### src/rtl/rr_burst_arb.sv
// Round-robin / fixed-priority burst arbiter with per-requester beat quotas.
// One grant is presented at a time; bursts end back-to-back into the next winner.
module rr_burst_arb #(
   parameter int unsigned LG_N = 2,
   parameter int unsigned LG_Q = 2
) (
   input  logic                       clk,
   input  logic                       rst,
   input  logic [(1<<LG_N)-1:0]       req,
   input  logic                       mode,
   input  logic [(1<<LG_N)*LG_Q-1:0]  quota,
   input  logic                       gnt_ready,
   output logic                       gnt_valid,
   output logic [LG_N-1:0]            gnt_idx,
   output logic [(1<<LG_N)-1:0]       gnt_onehot,
   output logic                       gnt_last,
   output logic                       proto_err
);

   localparam int unsigned N = 1 << LG_N;

   typedef enum logic {IDLE, GRANT} state_t;

   state_t            state, state_nxt;
   logic [LG_N-1:0]   ptr, ptr_nxt;
   logic [LG_N-1:0]   arb_ptr, win, idx_nxt;
   logic [LG_Q-1:0]   cnt, cnt_nxt, win_q;
   logic [N-1:0]      onehot_nxt;
   logic              arb, hs, valid_nxt, last_nxt, err_nxt;

   // At burst end the scan starts just past the finishing requester (round-robin only).
   assign arb_ptr = (state == GRANT && !mode) ? gnt_idx + LG_N'(1) : ptr;

   // Winner: descending scan so the lowest offset from the start point wins.
   always_comb begin
      win = '0;
      for (int i = int'(N) - 1; i >= 0; i--) begin
         if (mode) begin
            if (req[i]) win = LG_N'(i);
         end else begin
            if (req[arb_ptr + LG_N'(i)]) win = arb_ptr + LG_N'(i);
         end
      end
   end

   assign win_q = quota[int'(win) * int'(LG_Q) +: LG_Q];

   always_comb begin
      state_nxt = state;
      ptr_nxt   = ptr;
      cnt_nxt   = cnt;
      idx_nxt   = gnt_idx;
      arb       = 1'b0;
      hs        = gnt_valid & gnt_ready;

      case (state)
         IDLE: begin
            if (|req) arb = 1'b1;
         end
         GRANT: begin
            if (hs) begin
               if (gnt_last) begin
                  if (!mode) ptr_nxt = gnt_idx + LG_N'(1);
                  if (|req) begin
                     arb = 1'b1;
                  end else begin
                     state_nxt = IDLE;
                     cnt_nxt   = '0;
                  end
               end else begin
                  cnt_nxt = cnt - LG_Q'(1);
               end
            end
         end
         default: state_nxt = IDLE;
      endcase

      // A zero quota still grants a single beat.
      if (arb) begin
         state_nxt = GRANT;
         idx_nxt   = win;
         cnt_nxt   = (win_q == '0) ? LG_Q'(1) : win_q;
      end

      valid_nxt  = (state_nxt == GRANT);
      onehot_nxt = valid_nxt ? (N'(1) << idx_nxt) : '0;
      last_nxt   = valid_nxt && ((cnt_nxt == LG_Q'(1)) || !req[idx_nxt]);
      err_nxt    = proto_err | (gnt_valid & ~req[gnt_idx] & ~gnt_ready);
   end

   always_ff @(posedge clk or negedge rst) begin
      if (!rst) begin
         state      <= IDLE;
         ptr        <= '0;
         cnt        <= '0;
         gnt_valid  <= 1'b0;
         gnt_idx    <= '0;
         gnt_onehot <= '0;
         gnt_last   <= 1'b0;
         proto_err  <= 1'b0;
      end else begin
         state      <= state_nxt;
         ptr        <= ptr_nxt;
         cnt        <= cnt_nxt;
         gnt_valid  <= valid_nxt;
         gnt_idx    <= idx_nxt;
         gnt_onehot <= onehot_nxt;
         gnt_last   <= last_nxt;
         proto_err  <= err_nxt;
      end
   end

endmodule

### config.mk
export PLATFORM = sky130hd
export DESIGN_NAME = rr_burst_arb
export DESIGN_NICKNAME = d
export VERILOG_FILES = /design/src/rtl/rr_burst_arb.sv
export SDC_FILE = /design/constraint.sdc
export NUM_CORES = 1
export LEC_CHECK = 0
export BUFFER_PORTS_ARGS = -buffer_cell sky130_fd_sc_hd__buf_2
export CAP_MARGIN = 0
export CORE_MARGIN = 2
export CORE_UTILIZATION = 40
export CTS_CLUSTER_DIAMETER = 150
export DETAILED_ROUTE_END_ITERATION = 7
export PLACE_DENSITY = 0.59
export SETUP_SLACK_MARGIN = 0.2
export SYNTH_ARGS = -nofsm -noshare
export SYNTH_HDL_FRONTEND = slang
export SYNTH_SLANG_ARGS = --single-unit
export TNS_END_PERCENT = 100
### constraint.sdc
create_clock -name clk -period 2.73 [get_ports clk]
set_clock_uncertainty 0.1 [all_clocks]
set_input_delay 0.273 -clock clk [delete_from_list [all_inputs] [get_ports clk]]
set_output_delay 0.273 -clock clk [all_outputs]
set_load 0.01 [all_outputs]
==> results of run 1 <==
[power by group]
| part | total [mW] | switching (mW) | leakage (nW) | internal [mW] |
|---|---|---|---|---|
| Clock | 0.120 | 0.0632 | 0.0150 | 0.0567 |
| Combinational | 1.26 | 0.586 | 0.611 | 0.673 |
| Sequential | 0.400 | 0.129 | 0.150 | 0.271 |
[per-layer routing]
layer | up-vias | share of wire (%) | GRT usage, %
met4 | 0 | 0.54 | 3.106
met2 | 39 | 52 | 36.63
li1 | 676 | - | -
met3 | 4 | 4.3 | 4.622
met5 | - | 0 | 0
met1 | 703 | 43 | 30.05
[sequential cells by signal, summed over array words and instances, names as in the netlist]
signal and cells:
cnt 2, gnt_idx 2, gnt_last 1, gnt_onehot 4, proto_err 1, ptr 2
state 1
[critical path: stages (launching register included)]
cell      delay [ns]
dfrtp_2         0.46
and4bb_1        0.32
a31oi_4         0.07
o41a_1          0.44
and2_4          0.16
a21o_4          0.22
o21ai_4         0.14
mux4_2          0.52
a31oi_1         0.14
[layout by cell type (no fill, tap or decap), drive strengths merged, types with 2 or more instances in the layout]
| master | count |
|---|---|
| o32a | 2 |
| mux4 | 2 |
| a31oi | 3 |
| nor3 | 7 |
| mux2 | 3 |
| a31o | 3 |
| nor2b | 5 |
| mux2i | 3 |
| buf | 50 |
| a211oi | 5 |
| o221a | 2 |
| o21ai | 6 |
| clkbuf | 4 |
| o211ai | 2 |
| nand2 | 14 |
| nand2b | 3 |
| and2 | 2 |
| o32ai | 2 |
| a21oi | 7 |
| o2bb2ai | 2 |
| a2111oi | 2 |
| a21o | 2 |
| inv | 11 |
| and3 | 4 |
| nand3 | 4 |
| nor2 | 14 |
| a221oi | 3 |
| nor4 | 3 |
| o31ai | 2 |
| dfrtp | 13 |
[cell usage after synthesis, types with 3 or more instances]
| cell type | count | area share, % |
|---|---|---|
| inv_1 | 10 | 2.9 |
| mux2i_1 | 3 | 2.3 |
| dfrtp_1 | 13 | 25 |
| nor3_1 | 6 | 2.3 |
| o21ai_0 | 4 | 1.5 |
| nor4_1 | 3 | 1.4 |
| nand2_1 | 14 | 4.0 |
| and3_1 | 4 | 1.9 |
| nand3_1 | 4 | 1.5 |
| a21oi_1 | 7 | 2.7 |
| buf_2 | 4 | 1.5 |
| a211oi_1 | 5 | 2.9 |
| nor2_1 | 13 | 3.7 |
| nor2b_1 | 4 | 1.9 |
[per-stage QoR]
step,instances,worst slack (ns),utilization (%),TNS (ns),instance area (um^2)
after global routing,243,-0.0009324,60.37,-0.0009324,1858
after detailed placement,223,0.0002327,48.62,0,1496
after CTS,238,0.07792,56.50,0,1739
final,243,0.08373,60.37,0,1858
after global placement,223,-0.01310,48.62,-0.01310,1496
after floorplan,154,0.07448,-,0,1308
[cells by family after synthesis]
| logic type | count (synthesis) | synth area share (%) |
|---|---|---|
| AND/OR/NAND/NOR | 61 | 25.14 |
| AO/OA/AOI/OAI | 50 | 31.86 |
| buffers and inverters | 21 | 8.157 |
| flip-flops | 13 | 24.95 |
| multiplexers | 8 | 8.637 |
| XOR/XNOR | 1 | 1.248 |
[cell type report]
cell class | count | area (um^2)
fill | 275 | 1220
timing repair buffer | 51 | 357.8
sequential | 13 | 329.1
inverter | 11 | 41.29
multi-input combinational | 120 | 1049
clock buffer | 4 | 26.28
tap | 44 | 55.05
[timing repair]
| action | in CTS | in global routing |
|---|---|---|
| gates resized for setup | 22 | 11 |
| gates cloned | 0 | 0 |
| pin swaps | 16 | 6 |
| setup endpoints to repair | 3 | 7 |
| hold buffers | 1 | 0 |
| endpoints found under the hold margin | 13 | 0 |
| setup buffers | 10 | 5 |
[worst max path at each step]
stage               start        to  depth (start not counted)
2_1_floorplan  gnt_idx[0]  gnt_last                         10
3_3_place_gp         mode  gnt_last                          9
3_5_place_dp   gnt_idx[0]    cnt[0]                          8
4_1_cts        gnt_idx[0]  gnt_last                          8
5_1_grt        gnt_idx[0]  gnt_last                          9
6_report       gnt_idx[0]  gnt_last                          8
==> results.cfg, run 1 <==
[status]
status = finished clean

[drt]
vias = 1422
drt-total-wl_um = 3883
viasPerCell = 5.852
drcViolationCount = 0
dr.first_iter.drc_count = 51
drtPass1Iterations = 4
wl_per_cell_um = 15.98
final_antenna_net_count = 0

[floorplanning]
die_x_um = 61.09
io_pins = 25
core_um2 = 3078
fp.dieH_um = 61.09
num_rows = 20
initial_utilization_pct = 42.36
die_area_um2 = 3732

[critical_path]
start_kind = flip-flop
timing.rr.start = gnt_idx[0]
worst_r2r_path_depth = 8
cp-end-kind = flip-flop
crit_fanout = 5
critPathKind = flip-flop to flip-flop
required_ns = 2.83
r2r_end = gnt_last
r2r_slack_ns = 0.08
cp.arrival_ns = 2.75

[grt]
grt_pass1_vias = 1334
grtUsageTotal_pct = 21.94
grt_max_degree = 14
gr-total-overflow = 0
grt_first_pass_wirelength_um = 6196
grt_antenna_before_repair = 0

[logic_synthesis]
synthFlopType = dfrtp_1
synth_nets = 170
syn_area_per_cell_um2 = 8.466
synth-edff-count = 0
synth_cell_types = 60
syn_inst = 154
synth_area_um2 = 1304
yosysWarningCount = 0
synthArstFlopShare_pct = 100.0
yosysSeqAreaShare_pct = 24.95
synth-seq-cells = 13

[final_layout]
num_antenna_cells = 0
areaGrowthSynthToFinish_pct = 42.51
nets = 216
final_layout_size_suffix_gt1_share_pct = 47.74

[clock_tree]
cts_sinks = 13
cts_tree = built
clock_path_buffers = 2
clk_pin_slew_ns = 0.08
root_buffer = clkbuf_4
cts_inserted_buffers = 3
insertion_delay_ns = 0.28
cts_max_level = 1

[timing]
fmax_mhz = 377.9
worst_pin_slew_ns = 0.5985
relSlewSlack_pct = 59.73
rsz0062_at_grt = yes
whs_ns = 0.3058
min_period_ns = 2.646
slew_viol_final = 0
setup_viol = 0
finalHoldViolCount = 0
fin_crit_sh_pct = 96.93

[flow_run]
drv_cap = 0

[power_and_ir_drop]
power_mw = 1.779
peakVddDrop_mv = 0.4251
powerDensity_nw_per_um2 = 957.5
p_leak_nw = 0.7765

[placed_design]
portBuffers = 24
dp_hpwl_um = 2738
routabilityCongestion = 0.8661

[min_path]
hp-class = input pin to asynchronous set/reset pin
No activity file was read; power rests on OpenSTA's default activity.
==> run 2: changes to the inputs <==
--- a/config.mk
+++ b/config.mk
@@ -11,7 +11,7 @@
 export CORE_UTILIZATION = 40
 export CTS_CLUSTER_DIAMETER = 150
 export DETAILED_ROUTE_END_ITERATION = 7
-export PLACE_DENSITY = 0.59
+export PLACE_DENSITY = 0.62
 export SETUP_SLACK_MARGIN = 0.2
 export SYNTH_ARGS = -nofsm -noshare
 export SYNTH_HDL_FRONTEND = slang
==> run 2 against run 1 <==
Clock-buffer cell count stayed put. Final cell count is 1.6% lower. Sequential share of layout area up 1.4 points. Fmax down 1.4%. Sequential power shrank 1%. Non-clock buffer count down 4. Largest cell class unchanged.
==> results.cfg, run 2 (synthesized netlist as in run 1, its figures left out) <==
[drt]
drtPass1Iterations = 4
wl_per_cell_um = 15.49
vias = 1420
drt-total-wl_um = 3703
drcViolationCount = 0
final_antenna_net_count = 0
viasPerCell = 5.941
dr.first_iter.drc_count = 88

[power_and_ir_drop]
peakVddDrop_mv = 0.4770
powerDensity_nw_per_um2 = 929.3
power_mw = 1.603
p_leak_nw = 0.7462

[timing]
min_period_ns = 2.684
relSlewSlack_pct = 57.61
slew_viol_final = 0
setup_viol = 0
fmax_mhz = 372.6
worst_pin_slew_ns = 0.6292
finalHoldViolCount = 0
rsz0062_at_grt = yes
fin_crit_sh_pct = 98.30

[floorplanning]
die_area_um2 = 3732
core_um2 = 3078
die_x_um = 61.09
num_rows = 20
io_pins = 25
fp.dieH_um = 61.09
initial_utilization_pct = 42.36

[final_layout]
final_cell_mix = buf_2 (24), buf_4 (21), nand2_1 (14)
regMostFlops = gnt_onehot
nets = 212
finalNonFillerCells = 239
areaGrowthSynthToFinish_pct = 32.34
largest_reg_flops = 4
n_fill_cell = 283
final_layout_size_suffix_gt1_share_pct = 44.10
final_common_cell = buf_2
post-route-util_pct = 56.06
num_antenna_cells = 0

[critical_path]
crit_fanout = 6
required_ns = 2.82
crit_chain = buf_6 -> and3_1 -> nor3_2 -> nor2_1 -> or3_4 -> a21o_4 -> o21ai_4 -> mux4_2 -> a31oi_1
critical_path.top_delay_family = simple AND/OR/NAND/NOR gates
cp.depth = 9
worst_r2r_path_depth = 9
critPathKind = flip-flop to flip-flop
cp_slowest_cell = mux4_2
path_buf_inv = 1
cp-end-kind = flip-flop
r2r_slack_ns = 0.05
cp_slowest_stage_delay_ns = 0.51
timing.rr.start = state
start_kind = flip-flop
r2r_end = gnt_last
cp.arrival_ns = 2.77

[grt]
met1_usage_pct = 28.53
grt_antenna_before_repair = 0
busiest_layer = met2
grt_max_degree = 14
grtUsageTotal_pct = 20.85
gr-total-overflow = 0
met2_usage_pct = 35.41
grt.met3_usage_pct = 1.891
grt_pass1_vias = 1296
grt_first_pass_wirelength_um = 5940

[clock_tree]
cts_sinks = 13
cts_tree = built
cts_inserted_buffers = 3
cts_max_level = 1
root_buffer = clkbuf_4
clk_pin_slew_ns = 0.08
clock_path_buffers = 2
insertion_delay_ns = 0.27

[placed_design]
portBuffers = 24
dp_hpwl_um = 2669
dp.cells = 222
routabilityCongestion = 0.9566

[min_path]
hp-class = input pin to asynchronous set/reset pin

[status]
status = finished clean

[flow_run]
drv_cap = 0
[run 2: layout make-up]
class                           instances  area, um^2  area share, %
Multi-Input combinational cell        120       974.7          56.49
Tap cell                               44       55.05          3.191
Sequential cell                        13       329.1          19.07
Timing Repair Buffer                   47       299.0          17.33
Inverter                               11       41.29          2.393
Clock buffer                            4       26.28          1.523
[run 2: repair_timing]
| action | 4_1_cts | 5_1_grt |
|---|---|---|
| pin swaps | 3 | 3 |
| gates resized for setup | 13 | 8 |
| setup buffers | 6 | 6 |
| hold endpoints to repair | 13 | 0 |
| endpoints found under the setup margin | 5 | 8 |
| hold buffers | 1 | 0 |
[run 2: report_power, final]
group | switching (mW) | total [mW] | internal, mW
sequential | 0.123 | 0.395 | 0.271
clock | 0.0555 | 0.112 | 0.0565
combinational | 0.531 | 1.10 | 0.566
total | 0.710 | 1.60 | 0.894
[run 2: worst max-delay path by stage]
stage                    start        to  slack (ns)
finish                   state  gnt_last        0.05
global route        gnt_idx[0]  gnt_last       -0.02
CTS                 gnt_idx[1]  gnt_last        0.09
detailed placement       state  gnt_last       -0.09
global placement         state    cnt[1]       -0.06
floorplan           gnt_idx[0]  gnt_last        0.07
[run 2: per-stage QoR]
step                      hold slack (ns)  TNS (ns)  worst slack (ns)  area [um^2]
after floorplan                   -0.1226         0           0.07448         1308
after global placement            0.07059   -0.1014          -0.06124         1489
after detailed placement          0.07192   -0.1380          -0.08540         1489
after CTS                          0.3074         0           0.09004         1634
after global routing               0.3150  -0.03947          -0.02263         1725
final                              0.3131         0           0.04633         1725
[run 2: layer usage]
layer / up-vias / part of all wire [%]
met4: 0 / 0.14
met1: 676 / 45
met3: 2 / 6.8
li1: 671 / -
met5: - / 0
met2: 71 / 48
